--- src/rtl/fetch_buffer.sv ---
// fetch_buffer: instruction fetch front end.
// Issues in-order imem requests for the current PC, tags each request with its
// address, collects responses into a DEPTH-entry FIFO and presents the head to
// decode. A flush empties the FIFO and discards every response still in flight.
// Optional build macro FETCH_BUF_BYPASS_EN: a response arriving while the FIFO
// is empty is shown on IF_* in the same cycle (written only if decode stalls).
module fetch_buffer #(
   parameter int DEPTH           = 4,
   parameter int MAX_OUTSTANDING = 2
) (
   input  logic        clk,
   input  logic        rst,
   input  logic [31:0] PC,
   input  logic        flush,
   output logic        imem_req_valid,
   output logic [31:0] imem_req_addr,
   input  logic        imem_req_ready,
   input  logic        imem_resp_valid,
   input  logic [31:0] imem_resp_data,
   output logic        fetch_stall,
   output logic        IF_valid,
   output logic [31:0] IF_instr,
   output logic [31:0] IF_PC,
   input  logic        ID_ready
);

   localparam int PW = (DEPTH > 1) ? $clog2(DEPTH) : 1;
   localparam int CW = $clog2(DEPTH + 1);
   localparam int TW = (MAX_OUTSTANDING > 1) ? $clog2(MAX_OUTSTANDING) : 1;
   localparam int OW = $clog2(MAX_OUTSTANDING + 1);

   localparam logic [PW-1:0] PTR_LAST  = PW'(DEPTH - 1);
   localparam logic [TW-1:0] TAG_LAST  = TW'(MAX_OUTSTANDING - 1);
   localparam logic [31:0]   NOP_INSTR = 32'h0000_0013;
   localparam logic [31:0]   RESET_PC  = 32'h8000_0000;

   // Instruction FIFO storage and control
   logic [31:0]   instr_mem [DEPTH];
   logic [31:0]   pc_mem    [DEPTH];
   logic [PW-1:0] head_ptr;
   logic [PW-1:0] tail_ptr;
   logic [CW-1:0] fifo_count;

   // In-order tag queue: one address per request still awaiting its response
   logic [31:0]   tag_mem [MAX_OUTSTANDING];
   logic [TW-1:0] tag_rd_ptr;
   logic [TW-1:0] tag_wr_ptr;
   logic [OW-1:0] outstanding;
   logic [OW-1:0] kill_cnt;

   logic fifo_empty;
   logic issue_fire;
   logic resp_accept;
   logic resp_keep;
   logic bypass_hit;
   logic pop_fire;
   logic fifo_push;
   logic fifo_pop;

   assign fifo_empty    = (fifo_count == '0);
   assign imem_req_addr = PC;

   // Room check counts in-flight requests so every response has a FIFO slot.
   assign imem_req_valid = !rst && !flush
                         && (32'(outstanding) < MAX_OUTSTANDING)
                         && ((32'(fifo_count) + 32'(outstanding)) < 32'(DEPTH));
   assign issue_fire     = imem_req_valid && imem_req_ready;

   // A flush cycle must not stall so the PC register can take the redirect.
   assign fetch_stall = rst || (!flush && !issue_fire);

   // A response with nothing outstanding is a protocol error and is ignored.
   assign resp_accept = !rst && imem_resp_valid && (outstanding != '0);
   assign resp_keep   = resp_accept && (kill_cnt == '0) && !flush;

`ifdef FETCH_BUF_BYPASS_EN
   assign bypass_hit = resp_keep && fifo_empty;
`else
   assign bypass_hit = 1'b0;
`endif

   assign IF_valid  = !rst && (!fifo_empty || bypass_hit);
   assign pop_fire  = IF_valid && ID_ready && !flush;
   // With the FIFO empty, a pop can only be consuming the bypassed response.
   assign fifo_pop  = pop_fire && !fifo_empty;
   assign fifo_push = resp_keep && !(bypass_hit && ID_ready);

   // Present the head entry (or the bypassed response); NOP at reset/empty.
   always_comb begin
      // NOTE: defaults first so every path assigns both outputs and no latch is inferred.
      IF_instr = NOP_INSTR;
      IF_PC    = RESET_PC;
      if (!rst) begin
         if (!fifo_empty) begin
            IF_instr = instr_mem[head_ptr];
            IF_PC    = pc_mem[head_ptr];
         end else if (bypass_hit) begin
            IF_instr = imem_resp_data;
            IF_PC    = tag_mem[tag_rd_ptr];
         end
      end
   end

   // FIFO pointers/count: flush empties, push and pop together hold the count.
   always_ff @(posedge clk) begin
      // NOTE: non-blocking assignments so every register samples pre-edge values.
      if (rst || flush) begin
         head_ptr   <= '0;
         tail_ptr   <= '0;
         fifo_count <= '0;
      end else begin
         if (fifo_push) tail_ptr <= (tail_ptr == PTR_LAST) ? '0 : tail_ptr + PW'(1);
         if (fifo_pop)  head_ptr <= (head_ptr == PTR_LAST) ? '0 : head_ptr + PW'(1);
         case ({fifo_push, fifo_pop})
            2'b10:   fifo_count <= fifo_count + CW'(1);
            2'b01:   fifo_count <= fifo_count - CW'(1);
            default: ;
         endcase
      end
   end

   // Tag queue pointers, outstanding count and kill count for flushed requests.
   always_ff @(posedge clk) begin
      if (rst) begin
         tag_rd_ptr  <= '0;
         tag_wr_ptr  <= '0;
         outstanding <= '0;
         kill_cnt    <= '0;
      end else begin
         if (issue_fire)  tag_wr_ptr <= (tag_wr_ptr == TAG_LAST) ? '0 : tag_wr_ptr + TW'(1);
         if (resp_accept) tag_rd_ptr <= (tag_rd_ptr == TAG_LAST) ? '0 : tag_rd_ptr + TW'(1);
         case ({issue_fire, resp_accept})
            2'b10:   outstanding <= outstanding + OW'(1);
            2'b01:   outstanding <= outstanding - OW'(1);
            default: ;
         endcase
         // Everything still in flight after this edge belongs to the old path.
         if (flush) begin
            kill_cnt <= outstanding - OW'(resp_accept);
         end else if (resp_accept && (kill_cnt != '0)) begin
            kill_cnt <= kill_cnt - OW'(1);
         end
      end
   end

   // Entry and tag storage writes.
   always_ff @(posedge clk) begin
      // NOTE: storage arrays are not reset; only pointers/counts define valid entries.
      if (fifo_push) begin
         instr_mem[tail_ptr] <= imem_resp_data;
         pc_mem[tail_ptr]    <= tag_mem[tag_rd_ptr];
      end
      if (issue_fire) tag_mem[tag_wr_ptr] <= PC;
   end

endmodule

--- config.mk ---
export PLATFORM = sky130hd
export DESIGN_NAME = fetch_buffer
export DESIGN_NICKNAME = d
export VERILOG_FILES = /design/src/rtl/fetch_buffer.sv
export SDC_FILE = /design/constraint.sdc
export NUM_CORES = 1
export LEC_CHECK = 0
export CAP_MARGIN = 5
export CORE_MARGIN = 3
export CORE_UTILIZATION = 55
export DETAILED_ROUTE_END_ITERATION = 10
export PLACE_DENSITY = 0.81
export SLEW_MARGIN = 20
export SYNTH_ARGS = -nofsm -noshare
export SYNTH_HDL_FRONTEND = slang
export SYNTH_SLANG_ARGS = --single-unit
--- constraint.sdc ---
create_clock -name clk -period 5.6 [get_ports clk]
set_input_delay 1.68 -clock clk [delete_from_list [all_inputs] [get_ports clk]]
set_output_delay 1.68 -clock clk [all_outputs]
set_load 0.005 [all_outputs]
==> impl_metrics.env <==
export IMPL_cts_sinks=336
export IMPL_yosysTopAreaCell="edfxtp_1"
export IMPL_syn_instance_count=640
export IMPL_die_h_microns=160
export IMPL_synth_most_common_cell="edfxtp_1"
export IMPL_grt_max_degree=65
export IMPL_gp_congestion=0.838
export IMPL_gr_usage_met1=0.245
export IMPL_netlist_area_sq_um=13100
export IMPL_avgViaCountPerCell=5.60
export IMPL_fin_crit_ns=5.11
export IMPL_cts_root_buffer="clkbuf_16"
export IMPL_io_buffers=168
export IMPL_finalNetCount=869
export IMPL_core_area_sq_um=23100
export IMPL_rsz0062_at_grt="no"
export IMPL_yosys_warnings=0
export IMPL_required_ns=3.92
export IMPL_grt_overflow_total=0
export IMPL_fin_hold_ws_ns=0.511
export IMPL_worst_slew_pin_slew_ns=1.01
export IMPL_antennaDiodeCount=0
export IMPL_worst_setup_path_start_kind="input port"
export IMPL_vias=6305
export IMPL_synthTopCellsByCount="edfxtp_1 (320), and2_1 (64), mux4_2 (64), buf_4 (32), mux2_2 (30)"
export IMPL_synthFlopType="edfxtp_1"
export IMPL_crit_path_end_kind="output pin"
export IMPL_vdd_drop_max_v=0.000296
export IMPL_total_leakage_power_nw=5.07
export IMPL_min_path_cells=2
export IMPL_finalWirelength_microns=24300
export IMPL_die_w_microns=160
export IMPL_rows=55
export IMPL_drive_above_1_share=0.198
export IMPL_grt_pass1_wl_microns=37800
export IMPL_post_cts_setup_buffers=0
export IMPL_synth_area_per_cell_sq_um=20.5
export IMPL_ant_nets=0
export IMPL_setup_ws_ns=0.489
export IMPL_hold_class="reg2reg"
export IMPL_relSlewSlack=0.326
export IMPL_ff2ff_path_depth=10
export IMPL_drt_iter0_drc=450
export IMPL_post_route_period_util=0.913
export IMPL_cts_inserted_buffers=35
export IMPL_antenna_found_initial=0
export IMPL_cts_max_level=2
export IMPL_status="completed"
export IMPL_drv_slew=0
export IMPL_cts_tree="built"
export IMPL_track_usage=0.190
export IMPL_use_met2=0.327
export IMPL_critPathMaxFanout=10
export IMPL_clk_pin_slew_ns=0.06
export IMPL_grt_pass1_vias=6842
export IMPL_drv_cap=0
export IMPL_final_cell_area_sq_um=16000
export IMPL_async_flop_share=0
export IMPL_route_detailed_drc=0
export IMPL_dp_worst_setup_slack_ns=0.511
export IMPL_synthesis_nets=721
export IMPL_synth_top_cell_area_share=0.732
export IMPL_ys_seq_area_frac=0.757
export IMPL_synth_area_leaders="edfxtp_1 (73%), mux4_2 (11%), and2_1 (3.1%), mux2_2 (2.6%), dfxtp_1 (2.4%)"
export IMPL_fmax_ghz=0.196
export IMPL_fin_tns_setup_ns=0
export IMPL_dr_pass1_iters=4
export IMPL_cellPowerDensity_nw_per_um2=323
export IMPL_finClkSkew_ns=0.0132
export IMPL_synth_edff_count=320
export IMPL_yosysUniqueCellTypes=39
export IMPL_area_growth_syn_to_layout_pct=22.0
export IMPL_dpl_instance_area_sq_um=14900
export IMPL_die_area_sq_um=25700
export IMPL_io_pins=169
export IMPL_critPathArrivalTime_ns=3.43
export IMPL_insertion_delay_ns=0.49
export IMPL_post_cts_resized=0
export IMPL_ys_ff_latch=336
export IMPL_start_util=0.569
export IMPL_ctsHoldBuffers=0
export IMPL_final_setup_viol_count=0
export IMPL_use_met3=0.0418
export IMPL_routedWlPerCell_microns=21.6
export IMPL_dp_hpwl_microns=13800
export IMPL_top_usage_layer="met2"
export IMPL_critPathKind="in2out"
export IMPL_clockBufferDepth=3
export IMPL_hold_viol=0
## cells in the final DEF (no fill, tap or decap), types with 6 or more instances in the layout
cell type        synthesis  routed
edfxtp_1               320     320
clkdlybuf4s50_1          0     168
mux4_2                  64      64
and2_1                  64      60
clkbuf_16                0      37
mux2_2                  30      30
dfxtp_1                 16      13
inv_1                   12      12
nor2_1                  11      10
ha_1                    10      10
or3_1                    7       7
a21oi_1                  6       6
clkbuf_1                10       6
## cells by family (layout without fill, tap and decap cells)
family | count (synthesis) | count (layout) | share of synthesized area
multiplexers | 98 | 98 | 0.139
buffers and inverters | 73 | 245 | 0.0352
adder cells (fa/ha/maj) | 11 | 11 | 0.0111
flip-flops | 336 | 336 | 0.757
AND/OR/NAND/NOR | 97 | 97 | 0.0441
XOR/XNOR | 6 | 6 | 0.00401
AO/OA/AOI/OAI | 19 | 19 | 0.0100
## final timing paths
path	start	end	slack [ns]
max	flush	fetch_stall	0.49
max reg2reg	fifo_count[0]	fifo_count[2]	3.03
min	tag_rd_ptr	tag_rd_ptr	0.51
min reg2reg	tag_rd_ptr	tag_rd_ptr	0.51
## state kept, by name, indices dropped and copies added (netlist names), named ones only
name	flops
instr_mem	128
tag_wr_ptr	1
fifo_count	3
outstanding	2
pc_mem	128
tag_mem	64
tail_ptr	2
head_ptr	2
kill_cnt	2
tag_rd_ptr	1
## layout make-up
type | count | area [sq um]
inverters | 12 | 45.0
clock buffers | 46 | 990
flip-flops and latches | 336 | 9940
well taps | 313 | 392
repair buffers | 172 | 1760
multi-input cells | 231 | 2750
fillers | 1407 | 7050
clock inverters | 15 | 128
## stage by stage
stage	utilization	instances	power, mW
finish	0.694	1125	5.18
global route	0.694	1125	5.34
CTS	0.693	1124	5.22
detailed placement	0.644	1063	3.02
global placement	0.644	1063	3.00
floorplan	-	640	2.92
## per-layer routing
metal,vias up,wire (microns)
met2,264,12200
met5,-,0
li1,2811,-
met3,49,1770
met4,0,622
met1,3181,9650
## power by group
group | switching, mW | internal [mW] | total (mW)
Combinational | 0.0751 | 0.0991 | 0.174
Clock | 0.876 | 1.33 | 2.21
Sequential | 0.0161 | 2.77 | 2.79
Total | 0.967 | 4.21 | 5.18
## worst max-delay path, stage by stage
cell and delay [ns]:
clkdlybuf4s50_1 0.56, nor2_1 0.21, nand4_1 0.27, a21o_1 0.26, clkdlybuf4s50_1 0.45
No activity file was read; power rests on OpenSTA's default activity.
